### src/rtl/muldiv_unit_if.sv
// Request/response bundle between the LEGv8 datapath and muldiv_unit.
// Core side drives the request; the unit drives status and write-back.
interface muldiv_unit_if #(
  parameter int WIDTH  = 64,
  parameter int REG_AW = 5
);
  logic              iStart;
  logic [2:0]        iOp;
  logic [WIDTH-1:0]  iOperandA;
  logic [WIDTH-1:0]  iOperandB;
  logic [REG_AW-1:0] iDestReg;
  logic              oBusy;
  logic              oStall;
  logic              oDone;
  logic              oRegWrite;
  logic [REG_AW-1:0] oWriteRegister;
  logic [WIDTH-1:0]  oResult;

  modport master (
    output iStart, iOp, iOperandA, iOperandB, iDestReg,
    input  oBusy, oStall, oDone, oRegWrite, oWriteRegister, oResult
  );

  modport slave (
    input  iStart, iOp, iOperandA, iOperandB, iDestReg,
    output oBusy, oStall, oDone, oRegWrite, oWriteRegister, oResult
  );
endinterface

### src/rtl/muldiv_unit.sv
// Iterative MUL/SMULH/UMULH/SDIV/UDIV unit for the LEGv8 datapath.
// One radix-2 step per cycle; every op completes WIDTH cycles after capture.
module muldiv_unit #(
  parameter int WIDTH  = 64,
  parameter int REG_AW = 5
) (
  input logic          iCLK,
  input logic          iRST,
  muldiv_unit_if.slave bus
);
  localparam int CW = $clog2(WIDTH + 1);

  localparam logic [2:0] OP_MUL   = 3'd0;
  localparam logic [2:0] OP_SMULH = 3'd1;
  localparam logic [2:0] OP_UMULH = 3'd2;
  localparam logic [2:0] OP_SDIV  = 3'd3;
  localparam logic [2:0] OP_UDIV  = 3'd4;

  typedef enum logic [1:0] {
    IDLE,
    RUN,
    DONE
  } state_t;

  state_t            state_q;
  logic [CW-1:0]     cnt_q;
  logic [2:0]        op_q;
  logic              neg_q;
  logic              dz_q;
  logic              busy_q;
  logic              done_q;
  logic [WIDTH-1:0]  d_q;
  logic [WIDTH-1:0]  hi_q;
  logic [WIDTH-1:0]  lo_q;
  logic [WIDTH-1:0]  res_q;
  logic [REG_AW-1:0] wr_q;

  logic [WIDTH-1:0] a_abs;
  logic [WIDTH-1:0] b_abs;
  logic [WIDTH-1:0] cap_d;
  logic [WIDTH-1:0] cap_lo;
  logic             cap_neg;
  logic             sgn_diff;

  // Signed ops run on magnitudes; the sign is reapplied at the end.
  always_comb begin
    a_abs    = bus.iOperandA[WIDTH-1] ? -bus.iOperandA : bus.iOperandA;
    b_abs    = bus.iOperandB[WIDTH-1] ? -bus.iOperandB : bus.iOperandB;
    sgn_diff = bus.iOperandA[WIDTH-1] ^ bus.iOperandB[WIDTH-1];
    cap_d    = '0;
    cap_lo   = '0;
    cap_neg  = 1'b0;
    unique case (1'b1)
      bus.iOp == OP_MUL,
      bus.iOp == OP_UMULH: begin
        cap_d  = bus.iOperandA;
        cap_lo = bus.iOperandB;
      end
      bus.iOp == OP_SMULH: begin
        cap_d   = a_abs;
        cap_lo  = b_abs;
        cap_neg = sgn_diff;
      end
      bus.iOp == OP_SDIV: begin
        cap_d   = b_abs;
        cap_lo  = a_abs;
        cap_neg = sgn_diff;
      end
      bus.iOp == OP_UDIV: begin
        cap_d  = bus.iOperandB;
        cap_lo = bus.iOperandA;
      end
      default: begin
        cap_d  = '0;
        cap_lo = '0;
      end
    endcase
  end

  logic [WIDTH:0]     sum;
  logic [WIDTH:0]     sh;
  logic [WIDTH:0]     diff;
  logic               ge;
  logic               is_div;
  logic [WIDTH-1:0]   hi_d;
  logic [WIDTH-1:0]   lo_d;
  logic [2*WIDTH-1:0] prod_raw;
  logic [2*WIDTH-1:0] prod;
  logic [WIDTH-1:0]   res_d;

  // hi/lo is the product accumulator for multiplies and the
  // remainder/quotient pair for divides.
  always_comb begin
    sum    = {1'b0, hi_q} + (lo_q[0] ? {1'b0, d_q} : '0);
    sh     = {hi_q, lo_q[WIDTH-1]};
    diff   = sh - {1'b0, d_q};
    ge     = ~diff[WIDTH];
    is_div = (op_q == OP_SDIV) || (op_q == OP_UDIV);
    if (is_div) begin
      hi_d = ge ? diff[WIDTH-1:0] : sh[WIDTH-1:0];
      lo_d = {lo_q[WIDTH-2:0], ge};
    end else begin
      hi_d = sum[WIDTH:1];
      lo_d = {sum[0], lo_q[WIDTH-1:1]};
    end
    prod_raw = {hi_d, lo_d};
    prod     = neg_q ? -prod_raw : prod_raw;
    res_d    = '0;
    unique case (1'b1)
      op_q == OP_MUL:   res_d = prod[WIDTH-1:0];
      op_q == OP_SMULH,
      op_q == OP_UMULH: res_d = prod[2*WIDTH-1:WIDTH];
      op_q == OP_SDIV,
      op_q == OP_UDIV:  res_d = dz_q ? '0 : prod[WIDTH-1:0];
      default:          res_d = '0;
    endcase
  end

  always_ff @(posedge iCLK or posedge iRST) begin
    if (iRST) begin
      state_q <= IDLE;
      cnt_q   <= '0;
      op_q    <= '0;
      neg_q   <= 1'b0;
      dz_q    <= 1'b0;
      busy_q  <= 1'b0;
      done_q  <= 1'b0;
      d_q     <= '0;
      hi_q    <= '0;
      lo_q    <= '0;
      res_q   <= '0;
      wr_q    <= '0;
    end else begin
      unique case (state_q)
        IDLE: begin
          done_q <= 1'b0;
          if (bus.iStart) begin
            state_q <= RUN;
            busy_q  <= 1'b1;
            cnt_q   <= CW'(WIDTH);
            op_q    <= bus.iOp;
            neg_q   <= cap_neg;
            dz_q    <= (bus.iOperandB == '0);
            d_q     <= cap_d;
            hi_q    <= '0;
            lo_q    <= cap_lo;
            wr_q    <= bus.iDestReg;
          end
        end
        RUN: begin
          hi_q  <= hi_d;
          lo_q  <= lo_d;
          cnt_q <= cnt_q - CW'(1);
          if (cnt_q == CW'(1)) begin
            state_q <= DONE;
            done_q  <= 1'b1;
            res_q   <= res_d;
          end
        end
        DONE: begin
          state_q <= IDLE;
          done_q  <= 1'b0;
          busy_q  <= 1'b0;
        end
        default: begin
          state_q <= IDLE;
          done_q  <= 1'b0;
          busy_q  <= 1'b0;
        end
      endcase
    end
  end

  assign bus.oBusy          = busy_q;
  assign bus.oStall         = ((state_q == IDLE) && bus.iStart) || (state_q == RUN);
  assign bus.oDone          = done_q;
  assign bus.oRegWrite      = done_q;
  assign bus.oWriteRegister = wr_q;
  assign bus.oResult        = res_q;
endmodule

### src/flat_wrapper.sv
// flat-port wrapper written by rule: the top's interface ports become plain ports
module muldiv_unit_flat 
#(
  parameter int WIDTH  = 64,
  parameter int REG_AW = 5
)
  (iCLK, iRST, bus_iStart, bus_iOp, bus_iOperandA, bus_iOperandB, bus_iDestReg, bus_oBusy, bus_oStall, bus_oDone, bus_oRegWrite, bus_oWriteRegister, bus_oResult);
  muldiv_unit_if #(.WIDTH(WIDTH), .REG_AW(REG_AW)) bus_i ();
  input logic iCLK;
  input logic iRST;
  input wire logic [$bits(bus_i.iStart)-1:0] bus_iStart;
  input wire logic [$bits(bus_i.iOp)-1:0] bus_iOp;
  input wire logic [$bits(bus_i.iOperandA)-1:0] bus_iOperandA;
  input wire logic [$bits(bus_i.iOperandB)-1:0] bus_iOperandB;
  input wire logic [$bits(bus_i.iDestReg)-1:0] bus_iDestReg;
  output wire logic [$bits(bus_i.oBusy)-1:0] bus_oBusy;
  output wire logic [$bits(bus_i.oStall)-1:0] bus_oStall;
  output wire logic [$bits(bus_i.oDone)-1:0] bus_oDone;
  output wire logic [$bits(bus_i.oRegWrite)-1:0] bus_oRegWrite;
  output wire logic [$bits(bus_i.oWriteRegister)-1:0] bus_oWriteRegister;
  output wire logic [$bits(bus_i.oResult)-1:0] bus_oResult;
  assign bus_i.iStart = bus_iStart;
  assign bus_i.iOp = bus_iOp;
  assign bus_i.iOperandA = bus_iOperandA;
  assign bus_i.iOperandB = bus_iOperandB;
  assign bus_i.iDestReg = bus_iDestReg;
  assign bus_oBusy = bus_i.oBusy;
  assign bus_oStall = bus_i.oStall;
  assign bus_oDone = bus_i.oDone;
  assign bus_oRegWrite = bus_i.oRegWrite;
  assign bus_oWriteRegister = bus_i.oWriteRegister;
  assign bus_oResult = bus_i.oResult;
  muldiv_unit #(.WIDTH(WIDTH), .REG_AW(REG_AW)) u_core (.iCLK(iCLK), .iRST(iRST), .bus(bus_i));
endmodule
### config.mk
export PLATFORM = sky130hd
export DESIGN_NAME = muldiv_unit_flat
export DESIGN_NICKNAME = d
export VERILOG_FILES = /design/src/rtl/muldiv_unit_if.sv /design/src/rtl/muldiv_unit.sv /design/src/flat_wrapper.sv
export SDC_FILE = /design/constraint.sdc
export NUM_CORES = 2
export LEC_CHECK = 0
export ABC_CLOCK_PERIOD_IN_PS = 20700
export CELL_PAD_IN_SITES_DETAIL_PLACEMENT = 1
export CELL_PAD_IN_SITES_GLOBAL_PLACEMENT = 2
export CORE_AREA = 2 2 283 285
export CTS_BUF_LIST = sky130_fd_sc_hd__clkbuf_4 sky130_fd_sc_hd__clkbuf_8
export CTS_CLUSTER_SIZE = 16
export DETAILED_ROUTE_END_ITERATION = 10
export DIE_AREA = 0 0 285 287
export PLACE_DENSITY_LB_ADDON = 0.15
export SYNTH_ARGS = -nofsm -noshare
export SYNTH_HDL_FRONTEND = slang
export SYNTH_SLANG_ARGS = --single-unit
### constraint.sdc
create_clock -name iCLK -period 20.7 [get_ports iCLK]
set_input_delay 4.14 -clock iCLK [delete_from_list [all_inputs] [get_ports iCLK]]
set_output_delay 4.14 -clock iCLK [all_outputs]
set_load 0.01 [all_outputs]
======== After elaboration in Yosys (flattened, before gate mapping) ========
Index checks and enable logic that the tools add are counted.
storage, ports and cells
  register bits ........................... 277
  bits in latches ......................... 0
  bits in writable memories ............... 0
  memory bits (read-only) ................. 0
  logic and storage cells ................. 75
  memories kept ........................... 0
operators by class
  add/subtract/negate cells ............... 6
  multiply operators ...................... 0
  div/mod/pow operators ................... 0
  magnitude comparators ................... 0
  equality and inequality tests ........... 12
  shift operators ......................... 0
  multiplexer cells ....................... 25
  bitwise logic cells ..................... 3
  reduce and logical (&&, ||, !) cells .... 17
operators by type and width
  operator             number
  $mux 64              9
  $pmux 64 s4          2
  $pmux 64 s2          2
  $pmux 64 s3          1
  $mux 128             1
  $neg 128->128        1
  $neg 64->64          2
  $add 64x65->65       1
  $sub 65x64->65       1
  $logic_not 64->1     1
  $pmux 7 s2           1
  $eq 3x2->1 const B   4
  $reduce_and 2->1     5
  $reduce_or 2->1      4
  $eq 7x1->1 const B   1
  $mux 7               1
  $sub 7x1->7 const B  1
  $eq 3x1->1 const B   2
  $eq 3x3->1 const B   2
  $logic_not 3->1      2
  $mux 1               4
  $mux 2               2
  $pmux 2 s2           1
  $eq 2x1->1 const B   1
  9 further kinds      11

======== Longest topological paths before layout ========
  depth after elaboration ................. 7
  depth in mapped cells ................... 27
  gate-level depth less buffers ........... 25

======== Least setup slack after synthesis ========
OpenSTA, ideal clock, no wires.
  path type ............................... input to output
  from .................................... input port bus_iStart
  to ...................................... output port bus_oStall
  arrival ................................. 4.952 ns
  path slack .............................. 11.608 ns
  stages .................................. 5
  path buffers ............................ 2
  path through ............................ nor2_1 or2_2 clkbuf_1 clkbuf_1 inv_1
between the ends
  word-level cells in the longest chain between the ends .. 2
ends and longest elaborated chain
  element             RTL line            text
  start: declaration  flat_wrapper.sv:11  input wire logic [$bits(bus_i.iStart)-1:0] bus_iStart;
  $logic_and 1x1->1   muldiv_unit.sv:175  assign bus.oStall = ((state_q == IDLE) && bus.iStart) || (state_q == RUN);
  $logic_or 1x1->1    muldiv_unit.sv:175
  end: declaration    flat_wrapper.sv:17  output wire logic [$bits(bus_i.oStall)-1:0] bus_oStall;
Every way passes these cells.

======== Worst setup path in the final report ========
Same ends and word-level chain as after synthesis.

==> impl_metrics.toml <==
[sta]
fin_tns_setup_ns = 0
worstMarginPinSlew_ns = 1.46
setup_ws_ns = 10.65
final.period_utilization_pct = 48.5
skew_ns = 0.0440
fmax_ghz = 0.0996
finalCriticalPeriod_ns = 10.05
final_hold_viol_count = 0
rsz0062_at_grt = "no"
finalSetupViolCount = 0
slew_violations = 0
maxSlewHeadroom_pct = 2.50

[logic_synthesis]
synthSimpleGateAreaFrac_pct = 21.5
synth-edff-count = 0
synth_mux_area_share_pct = 2.22
ys_seq_area_share_pct = 22.7
synth_compound_area_share_pct = 33.2
synth_nets = 4334
yosys_warnings = 0
synth_top_family_by_area = "compound AO/OA/AOI/OAI gates"
synth.cell_area_sq_um = 30600
synth_seq_cells = 277
ys.flop_type = "dfrtp_1"
postSynth.asyncResetShare_pct = 100
synth_xor_area_share_pct = 9.69
synthAdderAreaFrac_pct = 5.58
postSynthCellCount = 4060
ys_types = 104
synth_area_per_cell_sq_um = 7.53

[die]
die_x_microns = 285
ios = 212
die_height_microns = 287
die_area_sq_um = 81800
start_util_pct = 38.9
num_rows = 103
coreArea_sq_um = 78600

[cells_and_area]
post-route-util_pct = 44.2
final_layout_size_suffix_gt1_share_pct = 6.55
syn_to_final_growth_pct = 13.6
fin_area_sq_um = 34700
fin_nets = 4395
final_common_cell = "nand2_1"
final_cell_mix = "nand2_1, o21ai_0, nor2_1"

[clocking]
clock-sinks = 277
path_clk_slew_ns = 0.06
ctsLongestPathBuffers = 3
root_buffer = "clkbuf_8"
ctsHoldBuffers = 0
insertion_delay_ns = 0.70
cts_made_buffers = 54
htreeDepth = 2
post_cts_buffers = 0
tritoncts = "done"
cts_resized = 0

[global_routing]
grt_pass1_wl_mm = 221
grt_usage_pct = 35.3
gr-total-overflow = 0
grt_pass1_vias = 33200
grt_max_degree = 86
grt_antenna_before_repair = 7

[worst_hold_path]
min_path_cells = 2
hold_path.class = "reg -> reg"
min_from = "u_core.bus.oWriteRegister[2]"
hold_end = "u_core.bus.oWriteRegister[2]"

[critical_path]
rrSetupSlack_ns = 12.06
endpoint_kind = "output pin"
r2r-start = "u_core.lo_q[63]"
reg2reg_depth = 25
timing.rr.end = "u_core.bus.oResult[48]"
startpoint_type = "input pin"
critical_path_class = "in -> out"
critPathArrivalTime_ns = 5.91
cp_max_fo = 7
crit_required_ns = 16.56

[place]
io_buffer_count = 211
dpl.hpwl_mm = 115
gp_congestion = 0.972
place_ws_ns = 10.66
place_area_sq_um = 33500

[routing]
firstDrtPassIters = 5
ant_nets = 0
routed_wl_mm = 149
drc = 0
wl_per_cell_microns = 28.5
drtIter0Drc = 3157
route.vias.total = 34100
avgViaCountPerCell = 6.53

[pwr]
power.leakage_nw = 14.2
p_per_area_nw_per_um2 = 39.5
switching_share_pct = 29.2
power.switching_w = 0.000401
power_w = 0.00137
pwr-share-comb_pct = 13.4
seqPwrFrac_pct = 39.5
max-vdd-ir-drop_mv = 0.0434
clkPwrFrac_pct = 47.1
internal_power_w = 0.000971

[outcome]
status = "finished, final reports clean"

[job]
drv_cap = 0
## synthesized netlist by cell type (all sizes together), types with 12 or more instances
cell,n,area [sq um]
o22ai,51,319
nor4,38,259
clkbuf,206,774
inv,116,435
nor3,113,571
a21boi,16,120
a21oi,286,1440
ha,133,1660
a31oi,39,250
xnor2,139,1220
o21ai,412,2060
o211ai,21,158
mux2i,63,634
a222oi,22,220
a22o,38,333
nand4,71,463
and3,19,119
or4,29,229
nand2,454,1700
nand2b,32,208
o2bb2ai,12,105
nand3,62,310
or2,25,156
a221oi,45,400
nor2,303,1140
o21bai,15,113
a221o,45,450
o21a,24,180
o221ai,78,683
nor2b,28,175
a21o,47,353
buf,72,353
and2,76,478
or3,44,285
dfrtp,277,6930
a22oi,130,976
xor2,199,1740
o31ai,68,529
o41ai,35,359
a211oi,27,203
## cells by family (layout without fill, tap and decap cells)
| group | count (synthesis) | count (layout) |
|---|---|---|
| AOI/OAI and AO/OA | 1501 | 1501 |
| and+or+nand+nor | 1347 | 1347 |
| buffers and inverters | 395 | 500 |
| xor gates and xnor gates | 338 | 338 |
| DFF | 277 | 277 |
| adders and majority gates | 135 | 135 |
| muxes | 67 | 67 |
| other | 0 | 2 |
## critical path, cell delays in order
cell and delay (ns):
clkdlybuf4s50_1 0.52, nor2_1 0.06, or2_4 0.23, inv_1 0.32
clkdlybuf4s50_1 0.63
## per-stage QoR
step | std cells | hold slack, ns
3_5_place_dp | 5115 | 0.470
2_1_floorplan | 4060 | 0.447
6_report | 5217 | 0.478
4_1_cts | 5215 | 0.485
5_1_grt | 5216 | 0.499
3_3_place_gp | 5115 | 0.460
## metal layers
metal / track usage (%) / vias to the layer above / wire (microns)
li1: - / 15400 / -
met1: 50.6 / 17100 / 67400
met2: 54.8 / 1351 / 65400
met3: 4.67 / 218 / 11100
met4: 11.1 / 2 / 4890
met5: 0 / - / 13
## sequential cells by signal (all words and copies together) (netlist names)
| register | flops |
|---|---|
| u_core.lo_q | 64 |
| u_core.op_q | 3 |
| u_core.hi_q | 64 |
| u_core.d_q | 64 |
| u_core.bus.oDone | 1 |
| u_core.dz_q | 1 |
| u_core.cnt_q | 7 |
| u_core.bus.oBusy | 1 |
| u_core.neg_q | 1 |
| u_core.state_q | 2 |
| u_core.bus.oWriteRegister | 5 |
| u_core.bus.oResult | 64 |
## worst max path at each step
stage,from,end,slack [ns],cells past startpoint
4_1_cts,bus_iStart,bus_oStall,10.68,5
3_3_place_gp,bus_iStart,bus_oStall,10.70,5
6_report,bus_iStart,bus_oStall,10.65,5
2_1_floorplan,iRST,u_core.bus.oBusy,8.92,1
3_5_place_dp,bus_iStart,bus_oStall,10.66,5
5_1_grt,bus_iStart,bus_oStall,10.64,5
## final cells by class
class | instances | area, sq um
fill | 9680 | 43900
multi-input combinational | 3388 | 22200
sequential | 277 | 6940
timing repair buffer | 283 | 2630
tap | 1050 | 1310
clock buffer | 89 | 1110
inverter | 117 | 447
clock inverter | 11 | 114
antenna | 2 | 5.00
## power by group through the flow
stage	registers, W	logic [W]	clock network, W
after floorplan	0.000552	0.0000935	0
after global placement	0.000551	0.000178	0
after detailed placement	0.000551	0.000180	0
after CTS	0.000542	0.000180	0.000653
after global routing	0.000541	0.000198	0.000676
final	0.000542	0.000184	0.000646
Power figures use the tool's default switching activity.
